$ cat src/rtl/demux_stream.sv
// demux_stream: 1:NUM_OUT streaming demultiplexer with one FIFO per channel.
// Each accepted word goes to the channel chosen by in_sel, or to every
// channel in broadcast mode. Each channel has its own FIFO, so a stalled
// consumer only holds back traffic that is addressed to that channel.
module demux_stream #(
   parameter int  WIDTH   = 8,
   parameter int  NUM_OUT = 2,
   parameter int  DEPTH   = 2,
   localparam int SEL_W   = (NUM_OUT > 2) ? $clog2(NUM_OUT) : 1,
   localparam int CNT_W   = $clog2(DEPTH) + 1
) (
   input  logic                       clk,
   input  logic                       rst_n,
   input  logic [WIDTH-1:0]           in_data,
   input  logic [SEL_W-1:0]           in_sel,
   input  logic                       in_bcast,
   input  logic                       in_valid,
   output logic                       in_ready,
   output logic [NUM_OUT*WIDTH-1:0]   out_data,
   output logic [NUM_OUT-1:0]         out_valid,
   input  logic [NUM_OUT-1:0]         out_ready,
   output logic [NUM_OUT*CNT_W-1:0]   out_level,
   output logic                       bad_sel
);

   localparam int PTR_W = $clog2(DEPTH);

   // Per-channel status and strobes. Each bit is driven by one channel slice.
   logic [NUM_OUT-1:0] full_vec;
   logic [NUM_OUT-1:0] valid_vec;
   logic [NUM_OUT-1:0] push_vec;
   logic [NUM_OUT-1:0] pop_vec;

   logic        run_reg;
   logic        bad_sel_reg;
   logic [31:0] sel_ext;
   logic        sel_bad;
   logic        sel_full;
   logic        accept;

   // Widen the select once so that range checks and channel matches are
   // done at a single width for any NUM_OUT.
   assign sel_ext = 32'(in_sel);
   assign sel_bad = (sel_ext >= 32'(NUM_OUT));

   // Holds in_ready low during reset. It goes high on the first edge after
   // rst_n is released, so in_ready depends only on registered state.
   always_ff @(posedge clk or negedge rst_n) begin
      if (!rst_n) begin
         run_reg <= 1'b0;
      end else begin
         run_reg <= 1'b1;
      end
   end

   // Look up the fullness of the addressed channel. An out-of-range select
   // matches no channel and leaves sel_full at 0.
   always_comb begin
      sel_full = 1'b0;
      for (int k = 0; k < NUM_OUT; k++) begin
         if (sel_ext == 32'(k)) begin
            sel_full = full_vec[k];
         end
      end
   end

   // Ready is built from levels only. A channel that pops this cycle does
   // not open the path, so there is no out_ready -> in_ready timing arc.
   // A broadcast needs room in every channel, so it writes all or nothing.
   // A word with a bad unicast select is always taken, then dropped.
   always_comb begin
      in_ready = 1'b0;
      if (run_reg) begin
         if (in_bcast) begin
            in_ready = ~|full_vec;
         end else begin
            in_ready = sel_bad | ~sel_full;
         end
      end
   end

   assign accept = in_valid & in_ready;

   // Sticky error flag for a unicast word addressed past the last channel.
   always_ff @(posedge clk or negedge rst_n) begin
      if (!rst_n) begin
         bad_sel_reg <= 1'b0;
      end else if (accept && !in_bcast && sel_bad) begin
         bad_sel_reg <= 1'b1;
      end
   end

   assign bad_sel   = bad_sel_reg;
   assign out_valid = valid_vec;

   genvar gi;
   generate
      for (gi = 0; gi < NUM_OUT; gi++) begin : gen_ch
         logic [WIDTH-1:0] mem [DEPTH];
         logic [PTR_W-1:0] wr_ptr_reg;
         logic [PTR_W-1:0] rd_ptr_reg;
         logic [CNT_W-1:0] level_reg;

         assign full_vec[gi]  = (level_reg == CNT_W'(DEPTH));
         assign valid_vec[gi] = (level_reg != '0);
         assign push_vec[gi]  = accept & (in_bcast | (sel_ext == 32'(gi)));
         assign pop_vec[gi]   = valid_vec[gi] & out_ready[gi];

         // Storage array. It has no reset, because a slot is read only
         // after it has been written.
         always_ff @(posedge clk) begin
            if (push_vec[gi]) begin
               mem[wr_ptr_reg] <= in_data;
            end
         end

         // Pointers wrap modulo DEPTH. level counts 0..DEPTH inclusive and
         // does not change when a push and a pop happen on the same edge.
         always_ff @(posedge clk or negedge rst_n) begin
            if (!rst_n) begin
               wr_ptr_reg <= '0;
               rd_ptr_reg <= '0;
               level_reg  <= '0;
            end else begin
               if (push_vec[gi]) begin
                  wr_ptr_reg <= wr_ptr_reg + PTR_W'(1);
               end
               if (pop_vec[gi]) begin
                  rd_ptr_reg <= rd_ptr_reg + PTR_W'(1);
               end
               case ({push_vec[gi], pop_vec[gi]})
                  2'b10:   level_reg <= level_reg + CNT_W'(1);
                  2'b01:   level_reg <= level_reg - CNT_W'(1);
                  default: level_reg <= level_reg;
               endcase
            end
         end

         // Show the head word only while the channel holds data. Otherwise
         // drive zeros, so an idle channel never shows stale or unwritten
         // storage.
         assign out_data[gi*WIDTH +: WIDTH]  = valid_vec[gi] ? mem[rd_ptr_reg] : '0;
         assign out_level[gi*CNT_W +: CNT_W] = level_reg;
      end
   endgenerate

endmodule

$ cat config.mk
export PLATFORM = sky130hd
export DESIGN_NAME = demux_stream
export DESIGN_NICKNAME = d
export VERILOG_FILES = /design/src/rtl/demux_stream.sv
export SDC_FILE = /design/constraint.sdc
export NUM_CORES = 1
export LEC_CHECK = 0
export ABC_AREA = 1
export BUFFER_PORTS_ARGS = -buffer_cell sky130_fd_sc_hd__buf_2
export CORE_UTILIZATION = 55
export CTS_BUF_LIST = sky130_fd_sc_hd__clkbuf_4 sky130_fd_sc_hd__clkbuf_8
export CTS_CLUSTER_SIZE = 28
export DETAILED_ROUTE_END_ITERATION = 12
export GPL_ROUTABILITY_DRIVEN = 0
export PLACE_DENSITY = 0.88
export REMOVE_ABC_BUFFERS = 1
export SKIP_CTS_REPAIR_TIMING = 1
export SLEW_MARGIN = 20
export SYNTH_ARGS = -nofsm -noshare
export SYNTH_HDL_FRONTEND = slang
export SYNTH_SLANG_ARGS = --single-unit
$ cat constraint.sdc
create_clock -name clk -period 2.16 [get_ports clk]
set_input_delay 0.216 -clock clk [delete_from_list [all_inputs] [get_ports clk]]
set_output_delay 0.216 -clock clk [all_outputs]
set_load 0.02 [all_outputs]
* Yosys cells after proc, flatten, opt, wreduce, memory -nomap -nowiden *
Memory sizes are Yosys's and may differ from the RTL's.
Index checks and enable logic that the tools add are counted.

word-level totals
  register bits after elaboration = 10
  bits in latches = 0
  RAM bits = 32
  bits in read-only memories = 0
  input port bits = 15
  output and inout port bits = 24
  logic and storage cells = 56
  memories kept = 2

memory list
  name           words  width  read ports  clocked after memory_dff  wr ports  RTL line  source
  gen_ch[0].mem  2      8      1           0                         1         99        logic [WIDTH-1:0] mem [DEPTH];
  gen_ch[1].mem  2      8      1           0                         1         99

operators by class
  add/subtract/negate cells = 8
  multiply operators = 0
  divide/modulo/power cells = 0
  order comparisons = 1
  equality and inequality tests = 6
  shift-type cells = 0
  mux-type cells = 12
  bitwise gates (word level) = 9
  reduce and logical (&&, ||, !) cells = 10

operator list
  kind                                                               number
  logical NOT 32 bit                                                 1
  two-way mux 8 bit                                                  2
  == test 2 bit, second input constant                               4
  two-way mux 1 bit                                                  8
  case mux 2 bit (2 select lines)                                    2
  nonzero test 2 bit                                                 4
  bitwise AND 1 bit                                                  5
  adder 1 bit, second input constant                                 4
  adder 2 x 1 -> 2 bit, second input constant                        2
  == test 2 x 1 -> 1 bit, second input constant                      2
  subtractor 2 x 1 -> 2 bit, second input constant                   2
  bitwise OR 1 bit                                                   3
  greater-or-equal comparator 1 x 2 -> 1 bit, second input constant  1
  logical AND 1 bit                                                  2
  logical NOT 1 bit                                                  2
  OR reduction 2 bit                                                 1
  NOT 1 bit                                                          1

* Longest topological paths before layout *
  depth in word-level cells = 11
  mapped depth = 9
  mapped depth without buffers = 9

* Least setup slack after synthesis *
OpenSTA, ideal clock, no wires.

  kind = register -> register
  from = reg gen_ch[1].level_reg[0]
  to = reg gen_ch[1].level_reg[1]
  setup time = 0.131 ns
  arrival = 1.564 ns
  required time = 2.029 ns
  path slack = 0.465 ns
  stages on the path, launching flop included = 10
  path buffers = 0
  clock period less this slack = 1.695 ns
  cells stage by stage = dfrtp_1 inv_2 nand2_1 nor2_1 nor2_2 nand4_1 ha_1 a21oi_1 o21ai_0 xor2_1

between the ends
  cells in the longest elaborated chain, start to end = 10
  elaborated cells between the ends (all ways) = 18
  those cells by class = add/sub: 2; eq/ne: 3; mux: 4; bitwise: 5; reduce/logical: 4

RTL lines
  item                                                                   RTL line  source
  start, declared                                                        102       logic [CNT_W-1:0] level_reg;
  start signal, assigned                                                 132       2'b10: level_reg <= level_reg + CNT_W'(1);
  start signal, assigned                                                 133       2'b01: level_reg <= level_reg - CNT_W'(1);
  start signal, assigned                                                 134       default: level_reg <= level_reg;
  == test 2 bit                                                          104       assign full_vec[gi] = (level_reg == CNT_W'(DEPTH));
  two-way mux 1 bit                                                      61        if (sel_ext == 32'(k)) begin
  NOT 1 bit                                                              77        in_ready = sel_bad | ~sel_full;
  bitwise OR 1 bit                                                       77
  two-way mux 1 bit                                                      74        if (in_bcast) begin
  two-way mux 1 bit                                                      73        if (run_reg) begin
  bitwise AND 1 bit                                                      82        assign accept = in_valid & in_ready;
  bitwise AND 1 bit                                                      106       assign push_vec[gi] = accept & (in_bcast | (sel_ext == 32'(gi)));
  == test 2 x 1 -> 1 bit or == test 2 bit (tied branches)                131       case ({push_vec[gi], pop_vec[gi]})
  case mux 2 bit (2 select lines) or nonzero test 2 bit (tied branches)  -

Several ways; a longest one is shown, not always the timed one.
A chain may end at the register's enable or synchronous reset.

* Worst setup path in the final report *
  from = reg gen_ch[0].rd_ptr_reg
  to = out out_data[4]

between the ends
  cells in the longest elaborated chain, start to end = 2

RTL lines
  item                    RTL line  source
  start, declared         101       logic [PTR_W-1:0] rd_ptr_reg;
  start signal, assigned  129       rd_ptr_reg <= rd_ptr_reg + PTR_W'(1);
  memory (2 x 8 bit)      -
  two-way mux 8 bit       142       assign out_data[gi*WIDTH +: WIDTH] = valid_vec[gi] ? mem[rd_ptr_reg] : '0;
  end, declared           19        output logic [NUM_OUT*WIDTH-1:0] out_data,

Every way passes these cells.

==> run summary <==
Status = complete, but fails checks
Failing checks = DRC
Fmax achieved = 572.9 MHz
Post-layout min period = 1.745 ns
Overall die height = 57.71 µm
Diode count = 0
First-pass GRT wire length = 4919 µm
Most frequent cells in the layout = nand2_1, buf_2, edfxtp_1
Total track usage = 20.77%
Synth Area in Compound Gates = 6.378%
# IOs = 39
Core Area = 2853 µm²
Crit end category = primary output
Final Setup Violations = 0
Fin. max-slew vios = 0
Cell area after layout = 2024 µm²
Drc violations = 5
LEAKAGE = 0.8967 nW
CTS buffer count = 5
Worst hold path type = primary input to flip-flop
Via count = 1190
RSZ-0062 raised after global routing = false
Root Buffer = clkbuf_4
Mux cell area share after synthesis = 0%
Number of global-route vias before repair = 1073
Vias per cell = 5.265
Sequential area share after synthesis = 69.50%
1st-pass router iterations = 8
Maxcap violations = 0
Fraction of layout cells with a size suffix above 1 = 28.72%
Filler Cell Count = 220
M2 GR Usage = 31.56%
Worst Path Required = 1.94 ns
CTS tree = done
Worst Clk Skew = 0.01325 ns
Largest net degree at the start of global routing = 13
CTS Buffer Depth = 2
Clock latency on the worst-skew pair = 0.34 ns
Power per Cell Area = 1376 nW/µm²
Simple-Gate Fraction of Synth Area = 14.59%
Die Wd = 57.71 µm
Slowest stage cell, crit path = dfrtp_1
Peak VDD IR = 0.7907 mV
Post-Synth Adder-Cell Area = 1.466%
CP Max Fanout = 10
Max FFs per register = 32
Cells along the critical path = inv_1, nand2_1, a21oi_1, buf_2
Total Die Area = 3330 µm²
Mapped Cells = 149
DRT antenna net count = 0
Family with the most delay on the worst path = flip-flops
Post-synthesis instance area = 1707 µm²
Placed Area = 1936 µm²
Mean Syn Cell Area = 11.45 µm²
Final period util = 80.81%
M3 GR Usage = 7.143%
Worst Path Buf+Inv = 2
Gr ovfl total = 0
Most common cell after layout, fill and taps aside = nand2_1
CTS Sinks = 41
H-tree depth = 2
Fin nets = 211
Initial antenna violation count = 0
Unique masters post-synth = 20
Row cnt = 19
DR WL/cell = 13.57 µm
Final setup TNS = 0 ns
Synthesized flop and latch total = 41
Clk slew on worst S/H paths = 0.12 ns
Worst-Margin Slew = 0.6276 ns
DRC marker count from the first detailed-route iteration = 58
Synth warn = 0
Post-Synth XOR/XNOR Area = 3.079%
Crit path largest cell delay = 0.51 ns
Startpoint Class = flip-flop
Initial core utilization = 59.82%
Detail Placement HPWL = 2233 µm
Global routing's busiest layer = met2
Final hold vios = 0
Worst Setup Path Type = flip-flop to primary output
Slew margin rel. = 58.01%
GRT met1 Usage = 27.23%
Utilization of the core after routing = 70.96%
Main combinational cell family by area after synthesis = simple AND/OR/NAND/NOR gates
P&R area growth vs syn = 18.62%
Tot Pwr = 0.002786 W
WP data arrival = 1.53 ns
Final wirelength = 3067 µm
# port buffers = 37
==> cells in the mapped netlist <==
cell type,count,area [µm²]
xor2_1,3,26.28
buf_2,2,10.01
nand2_1,41,153.9
a21oi_2,1,8.760
ha_1,2,25.02
a21oi_1,18,90.09
nand4_1,4,25.02
o21ai_0,2,10.01
buf_4,1,7.510
inv_1,14,52.55
nand3_1,1,5.000
nor2_1,6,22.52
edfxtp_1,32,960.9
nand2_2,1,6.260
nor2_4,1,11.26
dfrtp_1,9,225.2
inv_2,2,7.510
nor2_2,4,25.02
xnor2_1,3,26.28
conb_1,2,7.510
==> routing by layer <==
metal | vias up | share of wire [%]
li1 | 581 | -
met1 | 553 | 44
met2 | 50 | 48
met3 | 6 | 6.7
met4 | 0 | 1.4
met5 | - | 0
==> worst register-to-register path, delay by kind of cell, from the launching register on <==
family | cells | cell delay [ns]
buf+inv | 1 | 0.04
flops | 1 | 0.50
simple gates | 5 | 0.84
==> metrics by stage <==
step	hold slack, ns	std cells	setup WS, ns
final	0.09193	226	0.4146
after global routing	0.06344	226	0.1686
after CTS	-0.3041	225	0.4067
after detailed placement	0.08257	217	0.4258
after global placement	0.07683	217	0.5125
after floorplan	-0.07959	146	0.4649
==> cells by family (layout without fill, tap and decap cells) <==
| family | Yosys count | after routing |
|---|---|---|
| fa+ha+maj | 2 | 2 |
| xor+xnor | 6 | 6 |
| flops | 41 | 41 |
| other cells | 2 | 2 |
| buf+inv | 19 | 65 |
| compound gates | 21 | 21 |
| simple gates | 58 | 58 |
==> final timing paths <==
check,start,to,slack [ns],depth (start not counted)
worst max-delay path,gen_ch[0].rd_ptr_reg,out_data[4],0.41,4
worst min-delay path,in_data[4],gen_ch[0].mem[1][4],0.09,1
worst max register to register,gen_ch[1].level_reg[0],gen_ch[0].mem[1][0],0.42,6
worst min register to register,gen_ch[0].wr_ptr_reg,gen_ch[0].wr_ptr_reg,0.48,2
max in group asynchronous,rst_n,gen_ch[0].wr_ptr_reg,1.73,2
min in group asynchronous,rst_n,gen_ch[1].wr_ptr_reg,0.24,2
==> final cells by class <==
cell class | instances | area [µm²] | share of cell area (%)
clock inverters | 2 | 33.78 | 1.669
flip-flops and latches | 41 | 1186 | 58.59
clock buffers | 6 | 45.04 | 2.225
well taps | 31 | 38.79 | 1.916
multi-input cells | 89 | 442.9 | 21.88
repair buffers | 41 | 217.7 | 10.75
inverters | 16 | 60.06 | 2.967
==> power breakdown <==
part | internal [W] | total, W | switching, W | leakage [nW]
registers | 0.000997 | 0.00114 | 0.000146 | 0.397
clock network | 0.000254 | 0.000484 | 0.000230 | 0.0433
logic | 0.000402 | 0.00116 | 0.000757 | 0.457
(Power assumes the default switching activity.)
